### src/rtl/fifo_burst_reader_pkg.sv
// Shared types for the FIFO burst reader: FSM state encoding and buffer occupancy.
package fifo_burst_reader_pkg;

    typedef enum logic [1:0] {
        ST_IDLE = 2'd0,
        ST_XFER = 2'd1,
        ST_PAD  = 2'd2
    } state_t;

    typedef logic [1:0] occ_t;

endpackage

### src/rtl/fifo_burst_reader_skid_buf2.sv
// Two-entry valid/ready register buffer; entry 0 drives the output directly.
module skid_buf2
    import fifo_burst_reader_pkg::*;
#(
    parameter int WIDTH = 18
) (
    input  logic             clk,
    input  logic             rst_n,
    input  logic             push,
    input  logic [WIDTH-1:0] push_data,
    input  logic             pop,
    output logic             out_valid,
    output logic [WIDTH-1:0] out_data,
    output occ_t             occ
);

    logic [WIDTH-1:0] e0_q, e0_d;
    logic [WIDTH-1:0] e1_q, e1_d;
    occ_t             occ_q, occ_d;
    occ_t             occ_after_pop;

    // The caller only pushes when there is room after this cycle's pop,
    // so the new word lands in the first slot left free by the shift.
    always_comb begin
        e0_d          = e0_q;
        e1_d          = e1_q;
        occ_after_pop = occ_q - occ_t'(pop);
        occ_d         = occ_after_pop + occ_t'(push);
        if (pop) begin
            e0_d = e1_q;
        end
        if (push) begin
            if (occ_after_pop == 2'd0) begin
                e0_d = push_data;
            end else begin
                e1_d = push_data;
            end
        end
    end

    always_ff @(posedge clk or negedge rst_n) begin
        if (!rst_n) begin
            e0_q  <= '0;
            e1_q  <= '0;
            occ_q <= '0;
        end else begin
            e0_q  <= e0_d;
            e1_q  <= e1_d;
            occ_q <= occ_d;
        end
    end

    assign out_valid = (occ_q != 2'd0);
    assign out_data  = e0_q;
    assign occ       = occ_q;

endmodule

### src/rtl/fifo_burst_reader.sv
// Drains the dual-clock FIFO read port into a valid/ready stream framed as
// fixed-length bursts, padding a partial burst to full length on flush.
module fifo_burst_reader
    import fifo_burst_reader_pkg::*;
#(
    parameter int                    DATA_WIDTH = 16,
    parameter int                    BURST_LOG  = 3,
    parameter logic [DATA_WIDTH-1:0] PAD_VALUE  = '0,
    parameter int                    CNT_WIDTH  = 16
) (
    input  logic                  clk,
    input  logic                  rst_n,
    input  logic                  en,
    input  logic                  flush,
    input  logic                  fifo_nempty,
    input  logic [DATA_WIDTH-1:0] fifo_data,
    output logic                  fifo_re,
    output logic                  out_valid,
    input  logic                  out_ready,
    output logic [DATA_WIDTH-1:0] out_data,
    output logic                  out_last,
    output logic                  out_pad,
    output logic                  flush_done,
    output logic [CNT_WIDTH-1:0]  out_bursts
);

    localparam int                   BUF_W    = DATA_WIDTH + 2;
    localparam logic [BURST_LOG-1:0] IDX_LAST = '1;

    state_t                 state_q, state_d;
    logic [BURST_LOG-1:0]   idx_q, idx_d;
    logic                   flush_pend_q, flush_pend_d;
    logic                   flush_done_q, flush_done_d;
    logic [CNT_WIDTH-1:0]   bursts_q, bursts_d;

    logic                   buf_valid;
    logic [BUF_W-1:0]       buf_data;
    occ_t                   occ;
    logic                   pop, room, data_push, pad_push, push, push_last, pend_now;
    logic [BUF_W-1:0]       push_word;

    // Reset gates the read strobe so the FIFO is never popped while held in reset.
    always_comb begin
        pop       = buf_valid & out_ready;
        room      = ((occ - occ_t'(pop)) != 2'd2);
        data_push = rst_n & fifo_nempty & en & (state_q != ST_PAD) & room;
        pad_push  = (state_q == ST_PAD) & room;
        push      = data_push | pad_push;
        push_last = (idx_q == IDX_LAST);
        push_word = {push_last, pad_push, data_push ? fifo_data : PAD_VALUE};
        idx_d     = idx_q + BURST_LOG'(push);
        bursts_d  = bursts_q + CNT_WIDTH'(pop & buf_data[BUF_W-1]);
    end

    skid_buf2 #(
        .WIDTH(BUF_W)
    ) u_buf (
        .clk      (clk),
        .rst_n    (rst_n),
        .push     (push),
        .push_data(push_word),
        .pop      (pop),
        .out_valid(buf_valid),
        .out_data (buf_data),
        .occ      (occ)
    );

    // Padding starts only once the FIFO is seen empty, so in-flight data wins.
    always_comb begin
        state_d      = state_q;
        flush_pend_d = flush_pend_q;
        flush_done_d = 1'b0;
        pend_now     = flush_pend_q | flush;
        case (state_q)
            ST_IDLE: begin
                if (data_push) state_d = ST_XFER;
            end
            ST_XFER: begin
                if (data_push && push_last) begin
                    state_d = ST_IDLE;
                end else if (flush_pend_q && !fifo_nempty && !data_push) begin
                    state_d = ST_PAD;
                end
            end
            ST_PAD: begin
                if (pad_push && push_last) state_d = ST_IDLE;
            end
            default: state_d = ST_IDLE;
        endcase
        if (pend_now && (state_d == ST_IDLE)) begin
            flush_pend_d = 1'b0;
            flush_done_d = 1'b1;
        end else begin
            flush_pend_d = pend_now;
        end
    end

    always_ff @(posedge clk or negedge rst_n) begin
        if (!rst_n) begin
            state_q      <= ST_IDLE;
            idx_q        <= '0;
            flush_pend_q <= 1'b0;
            flush_done_q <= 1'b0;
            bursts_q     <= '0;
        end else begin
            state_q      <= state_d;
            idx_q        <= idx_d;
            flush_pend_q <= flush_pend_d;
            flush_done_q <= flush_done_d;
            bursts_q     <= bursts_d;
        end
    end

    assign fifo_re    = data_push;
    assign out_valid  = buf_valid;
    assign out_data   = buf_data[DATA_WIDTH-1:0];
    assign out_pad    = buf_data[DATA_WIDTH];
    assign out_last   = buf_data[DATA_WIDTH+1];
    assign flush_done = flush_done_q;
    assign out_bursts = bursts_q;

endmodule

### config.mk
export PLATFORM = sky130hd
export DESIGN_NAME = fifo_burst_reader
export DESIGN_NICKNAME = d
export VERILOG_FILES = /design/src/rtl/fifo_burst_reader_pkg.sv /design/src/rtl/fifo_burst_reader_skid_buf2.sv /design/src/rtl/fifo_burst_reader.sv
export SDC_FILE = /design/constraint.sdc
export NUM_CORES = 1
export LEC_CHECK = 0
export CAP_MARGIN = 5
export CELL_PAD_IN_SITES_DETAIL_PLACEMENT = 1
export CELL_PAD_IN_SITES_GLOBAL_PLACEMENT = 2
export CORE_ASPECT_RATIO = 1.1
export CORE_MARGIN = 3
export CORE_UTILIZATION = 30
export CTS_BUF_LIST = sky130_fd_sc_hd__clkbuf_16
export DETAILED_ROUTE_END_ITERATION = 8
export PLACE_DENSITY_LB_ADDON = 0.1
export SYNTH_ARGS = -nofsm -noshare
export SYNTH_HDL_FRONTEND = slang
export SYNTH_HIERARCHICAL = 1
export SYNTH_SLANG_ARGS = --single-unit
### constraint.sdc
create_clock -name clk -period 2.3 [get_ports clk]
set_input_delay 0.23 -clock clk [delete_from_list [all_inputs] [get_ports clk]]
set_output_delay 0.23 -clock clk [all_outputs]
set_load 0.02 [all_outputs]
======== After elaboration in Yosys (flattened, before gate mapping) ========
Cells that the tools add are included.
cells by class
  bitwise operators ....................... 10
  equal/unequal tests ..................... 5
  reductions and logical operators ........ 12
  muxes and demuxes ....................... 11
  add/subtract/negate cells ............... 4
operator list
  cell                  count
  $mux W18              3
  $add A16 B1 Y16       1
  $mux W16              1
  $mux W2               4
  $and A1 B1 Y1         7
  $logic_not A2 Y1      3
  $pmux W2 S3           1
  $logic_and A1 B1 Y1   5
  $ne A2 B2 Y1 const B  2
  $add A3 B1 Y3         1
  $eq A3 B3 Y1 const B  1
  $add A2 B1 Y2         1
  $eq A2 B1 Y1 const B  1
  $eq A2 B2 Y1 const B  1
  $logic_not A1 Y1      2
  $mux W1               2
  $or A1 B1 Y1          2
  $reduce_and A2 Y1     1
  $reduce_bool A2 Y1    1
  $sub A2 B1 Y2         1
  $not A1 Y1            1
storage, ports and cells
  output and inout bits ................... 37
  input bits .............................. 22
  word-level logic and storage cells ...... 50
  flip-flop bits (word level) ............. 61

======== Depth between registers and ports, before layout ========
  word-level depth ........................ 13
  mapped depth ............................ 8
  depth with buffers taken out ............ 8

======== Hierarchy ========
The synthesis kept the hierarchy.
modules (own cells, without submodules)
  module             sequential area each (µm²)  instances  area an instance (µm²)  cells an instance
  skid_buf2          950.9                       1          1662.8                  125
  fifo_burst_reader  575.6                       1          1242.4                  116

======== Worst setup path before layout ========
OpenSTA, ideal clock, no wires.
  path type ............................... register to register
  start ................................... reg u_buf.occ_q[1], in the netlist u_buf/occ[1]
  end ..................................... reg u_buf.e1_q[10]
  library setup time ...................... 0.125 ns
  cell stages (with the launch flop) ...... 8
  arrival time ............................ 2.329 ns
  slack ................................... -0.154 ns
  required time ........................... 2.175 ns
  clock period less this slack ............ 2.454 ns
  path buffers ............................ 1
  cells stage by stage .................... dfrtp_1 > or2_2 > a21bo_4 > and3_2 > a21oi_1 > o21ai_4 > buf_12 > mux2_4
between the ends
  cells in the longest elaborated chain, start to end .. 7
  elaborated cells between the ends (all ways) .. 11
  those cells by class .................... add/sub: 1; eq/ne: 1; mux: 1; bitwise: 5; reduce/logical: 3
ends and longest elaborated chain
  what                                    RTL line                                          source
  from (decl)                             fifo_burst_reader_skid_buf2.sv:19                 occ_t occ_q, occ_d;
  from (signal assigned)                  fifo_burst_reader_skid_buf2.sv:45                 occ_q <= '0;
  from (signal assigned)                  fifo_burst_reader_skid_buf2.sv:49                 occ_q <= occ_d;
  $reduce_bool A2 Y1 (*)                  fifo_burst_reader_skid_buf2.sv:53                 assign out_valid = (occ_q != 2'd0);
  named net out_valid                     fifo_burst_reader.sv:18                           output logic out_valid,
  $and A1 B1 Y1 (*)                       fifo_burst_reader.sv:44                           pop = buf_valid & out_ready;
  $sub A2 B1 Y2 (*)                       fifo_burst_reader.sv:45                           room = ((occ - occ_t'(pop)) != 2'd2);
  $ne A2 B2 Y1 (*)                        fifo_burst_reader.sv:45
  $and A1 B1 Y1 (on tied branches)        fifo_burst_reader.sv:46, fifo_burst_reader.sv:47
  $or A1 B1 Y1 (*)                        fifo_burst_reader.sv:48                           push = data_push | pad_push;
  named net push                          fifo_burst_reader.sv:39                           logic pop, room, data_push, pad_push, push, push_last, pend_now;
  $reduce_and A2 Y1 (no source line) (*)  --
  to (signal assigned)                    fifo_burst_reader_skid_buf2.sv:44                 e1_q <= '0;
  to (signal assigned)                    fifo_burst_reader_skid_buf2.sv:48                 e1_q <= e1_d;
  to (decl)                               fifo_burst_reader_skid_buf2.sv:18                 logic [WIDTH-1:0] e1_q, e1_d;
Mark *: on every way through the listed nets, which the timed path passes. The rest lies on a longest branch.
A chain may end at the register's enable or synchronous reset.

======== Worst setup path after layout ========
  start ................................... reg u_buf.occ_q[0], in the netlist u_buf/occ[0]
  end ..................................... out fifo_re
between the ends
  cells in the longest elaborated chain, start to end .. 5
ends and longest elaborated chain
  what                RTL line                           source
  $reduce_bool A2 Y1  fifo_burst_reader_skid_buf2.sv:53
  $and A1 B1 Y1       fifo_burst_reader.sv:44
  $sub A2 B1 Y2 (*)   fifo_burst_reader.sv:45
  $ne A2 B2 Y1 (*)    fifo_burst_reader.sv:45
  $and A1 B1 Y1 (*)   fifo_burst_reader.sv:46            data_push = rst_n & fifo_nempty & en & (state_q != ST_PAD) & room;
  to (decl)           fifo_burst_reader.sv:17            output logic fifo_re,
Every way passes the cells marked *; elsewhere a longest branch is shown, timed or not.

==> flow_metrics.env <==
export IMPL_outcome="completed"
export IMPL_start_util=0.309
export IMPL_synth_main_ff_cell="dfrtp_1"
export IMPL_grt_util_met3=0.0307
export IMPL_hold_start="idx_q[2]"
export IMPL_synth_warnings=6
export IMPL_worst_slew_pin_slew_ps=569
export IMPL_finalCritPeriodShare=0.938
export IMPL_grt_overflow=0
export IMPL_grt_busiest_layer="met2"
export IMPL_pre_cts_slack_ps=82.5
export IMPL_post_cts_buffers=0
export IMPL_die_w_um=99.8
export IMPL_placed_area_sq_um=3650
export IMPL_finalSetupViolCount=0
export IMPL_rr_worst_depth=7
export IMPL_cts_htree_levels=3
export IMPL_cp_end_kind="output pin"
export IMPL_vias_per_cell=4.79
export IMPL_ant_nets=0
export IMPL_crit_chain="or2_4 > a21bo_4 > a31oi_4 > and2_1 > dlygate4sd2_1"
export IMPL_synth_simple_area_share=0.145
export IMPL_synth_top_family_by_area="multiplexers"
export IMPL_arrival_ps=1930
export IMPL_whs_endpoint="idx_q[2]"
export IMPL_r2r_end="u_buf/e1_q[13]"
export IMPL_cpPeakStageDelay_ps=400
export IMPL_io_buffers=58
export IMPL_grt_pass1_wl_um=11500
export IMPL_grt_use_met2=0.225
export IMPL_num_vias=2075
export IMPL_synthAdderAreaFrac=0.0258
export IMPL_wl_per_cell_um=16.1
export IMPL_cts_sinks=61
export IMPL_nNetsFinal=339
export IMPL_stdcell_area_sq_um=3970
export IMPL_drc=0
export IMPL_synth_top_area_share=0.525
export IMPL_slowest_stage="dfrtp_1"
export IMPL_min_period_ps=2160
export IMPL_clock_skew_ps=7.45
export IMPL_numCtsBuffers=9
export IMPL_ir_worst_vdd_v=0.000469
export IMPL_synthArstFlopShare=1.00
export IMPL_firstDrtPassIters=4
export IMPL_final_setup_worst_slack_ps=142
export IMPL_io_pins=59
export IMPL_worstHoldPathCells=1
export IMPL_max_slew_margin_rel=0.621
export IMPL_syn2layout_area_growth_pct=36.6
export IMPL_grt_util_all_layers=0.137
export IMPL_layout_commonest_cell="dfrtp_1"
export IMPL_clk_root_buffer_cell="clkbuf_16"
export IMPL_dieArea_sq_um=10900
export IMPL_synthCells=241
export IMPL_place_detailed_hpwl_um=4930
export IMPL_hold_viol=0
export IMPL_avgSynthCellArea_sq_um=12.1
export IMPL_layout_common_cells="dfrtp_1, clkdlybuf4s50_1, nor2_1, a21oi_1"
export IMPL_powerDensity_nw_per_um2=1240
export IMPL_finalSetupTns_ps=0
export IMPL_synthMuxAreaShare=0.145
export IMPL_synthTopCellsByArea="dfrtp_1, mux2i_1, mux2_4, and3_1, a21oi_1"
export IMPL_max_cap_violations=0
export IMPL_grt_pass1_vias=2261
export IMPL_rsz0062_at_grt="no"
export IMPL_final_max_slew_viol_count=0
export IMPL_synth_xor_area_frac=0.0512
export IMPL_clkLatencyLatePin_ps=320
export IMPL_syn_nets=269
export IMPL_reg2reg_slack_ps=190
export IMPL_ctsLongestPathBuffers=2
export IMPL_setup_worst_path_class="flop to output pin"
export IMPL_ys_types=45
export IMPL_cts_tree="built"
export IMPL_gp_congestion=0.696
export IMPL_num_rows=37
export IMPL_synth_compound_area_frac=0.0745
export IMPL_post_synth_top_area_cell="dfrtp_1"
export IMPL_n_antenna_cell=0
export IMPL_ys_seq_area_frac=0.525
export IMPL_worst_path_max_fanout=5
export IMPL_core_area_sq_um=9400
export IMPL_p_leak_uw=0.00195
export IMPL_clk_pin_slew_ps=50
export IMPL_crit_buf_inv=1
export IMPL_r2r_start="u_buf/occ[0]"
export IMPL_grt_use_met1=0.175
export IMPL_die_h_um=109
export IMPL_max_freq_mhz=463
export IMPL_synth_edf_count=0
export IMPL_antenna_found_initial=0
export IMPL_first_iter_violations=60
export IMPL_wirelength_um=6960
export IMPL_grt_max_degree=43
export IMPL_hold_path_class="flop to flop"
export IMPL_power_uw=4920
export IMPL_path_delay_family="simple AND/OR/NAND/NOR gates"
export IMPL_cp_data_required_time_ps=2070
export IMPL_drive_above_1_share=0.190
export IMPL_synth_seq_cells=61
export IMPL_worstSetupStartpointType="flop"
export IMPL_syn_area_sq_um=2910
[metrics by stage]
step	instances	utilization	hold WS, ps
after floorplan	241	-	-65.6
after global placement	416	0.388	318
after detailed placement	416	0.388	323
after CTS	433	0.422	466
after global routing	433	0.422	496
final	433	0.422	463
[worst max-delay path by stage]
stage | startpoint | end | slack (ps) | depth (start not counted)
finish | u_buf/occ[0] | fifo_re | 140 | 5
global route | u_buf/occ[0] | fifo_re | 60 | 5
CTS | u_buf/occ[0] | fifo_re | 120 | 5
detailed placement | out_ready | u_buf/e1_q[13] | 80 | 7
global placement | out_ready | out_bursts[10] | 120 | 8
floorplan | u_buf/occ[1] | u_buf/e1_q[10] | 90 | 7
[per-layer routing]
metal,wire length [um],vias to the layer above
met5,0,-
met4,87,0
met3,241,10
met2,3380,36
met1,3250,1040
li1,-,989
[registers in the layout, summed over array words and instances (netlist names)]
register and flops:
u_buf/out_data 18, state_q 2, u_buf/e1_q 18, flush_done 1, u_buf/occ 2, idx_q 3, flush_pend_q 1, out_bursts 16
[repair_timing]
action / CTS / global route
setup endpoints to repair: 1 / 0
endpoints found under the hold margin: 19 / 0
hold buffers: 1 / 0
gates resized for setup: 1 / 0
[synthesized netlist by cell type, types with 2 or more instances]
| library cell | number |
|---|---|
| nand4_1 | 2 |
| nor2_1 | 25 |
| and3_1 | 18 |
| mux2i_1 | 18 |
| mux2_2 | 8 |
| ha_1 | 6 |
| inv_1 | 4 |
| clkbuf_1 | 2 |
| nor3_1 | 2 |
| and3_2 | 4 |
| dfrtp_1 | 61 |
| mux2_4 | 10 |
| nand2_1 | 5 |
| a21oi_1 | 20 |
| xnor2_1 | 10 |
| nand3_1 | 7 |
| buf_2 | 5 |
| xor2_1 | 7 |
[kinds of logic (layout without fill, tap and decap cells)]
| family | Yosys count | in the layout |
|---|---|---|
| AOI/OAI and AO/OA | 30 | 30 |
| xor gates and xnor gates | 17 | 17 |
| adders and majority gates | 6 | 6 |
| buffers and inverters | 16 | 91 |
| DFF | 61 | 61 |
| muxes | 36 | 36 |
| and+or+nand+nor | 75 | 75 |
[report_power, final]
group	total [uW]	switching [uW]	internal (uW)
registers	1680	247	1440
logic	1830	899	934
clock network	1400	465	934
total	4920	1610	3300
[layout make-up]
cell class	instances	area (sq um)
fillers	1012	5430
flip-flops and latches	61	1530
multi-input cells	164	1290
repair buffers	70	679
clock buffers	9	225
well taps	117	146
clock inverters	7	83.8
inverters	5	18.8
Note: power is estimated with default switching activity, not from simulation.
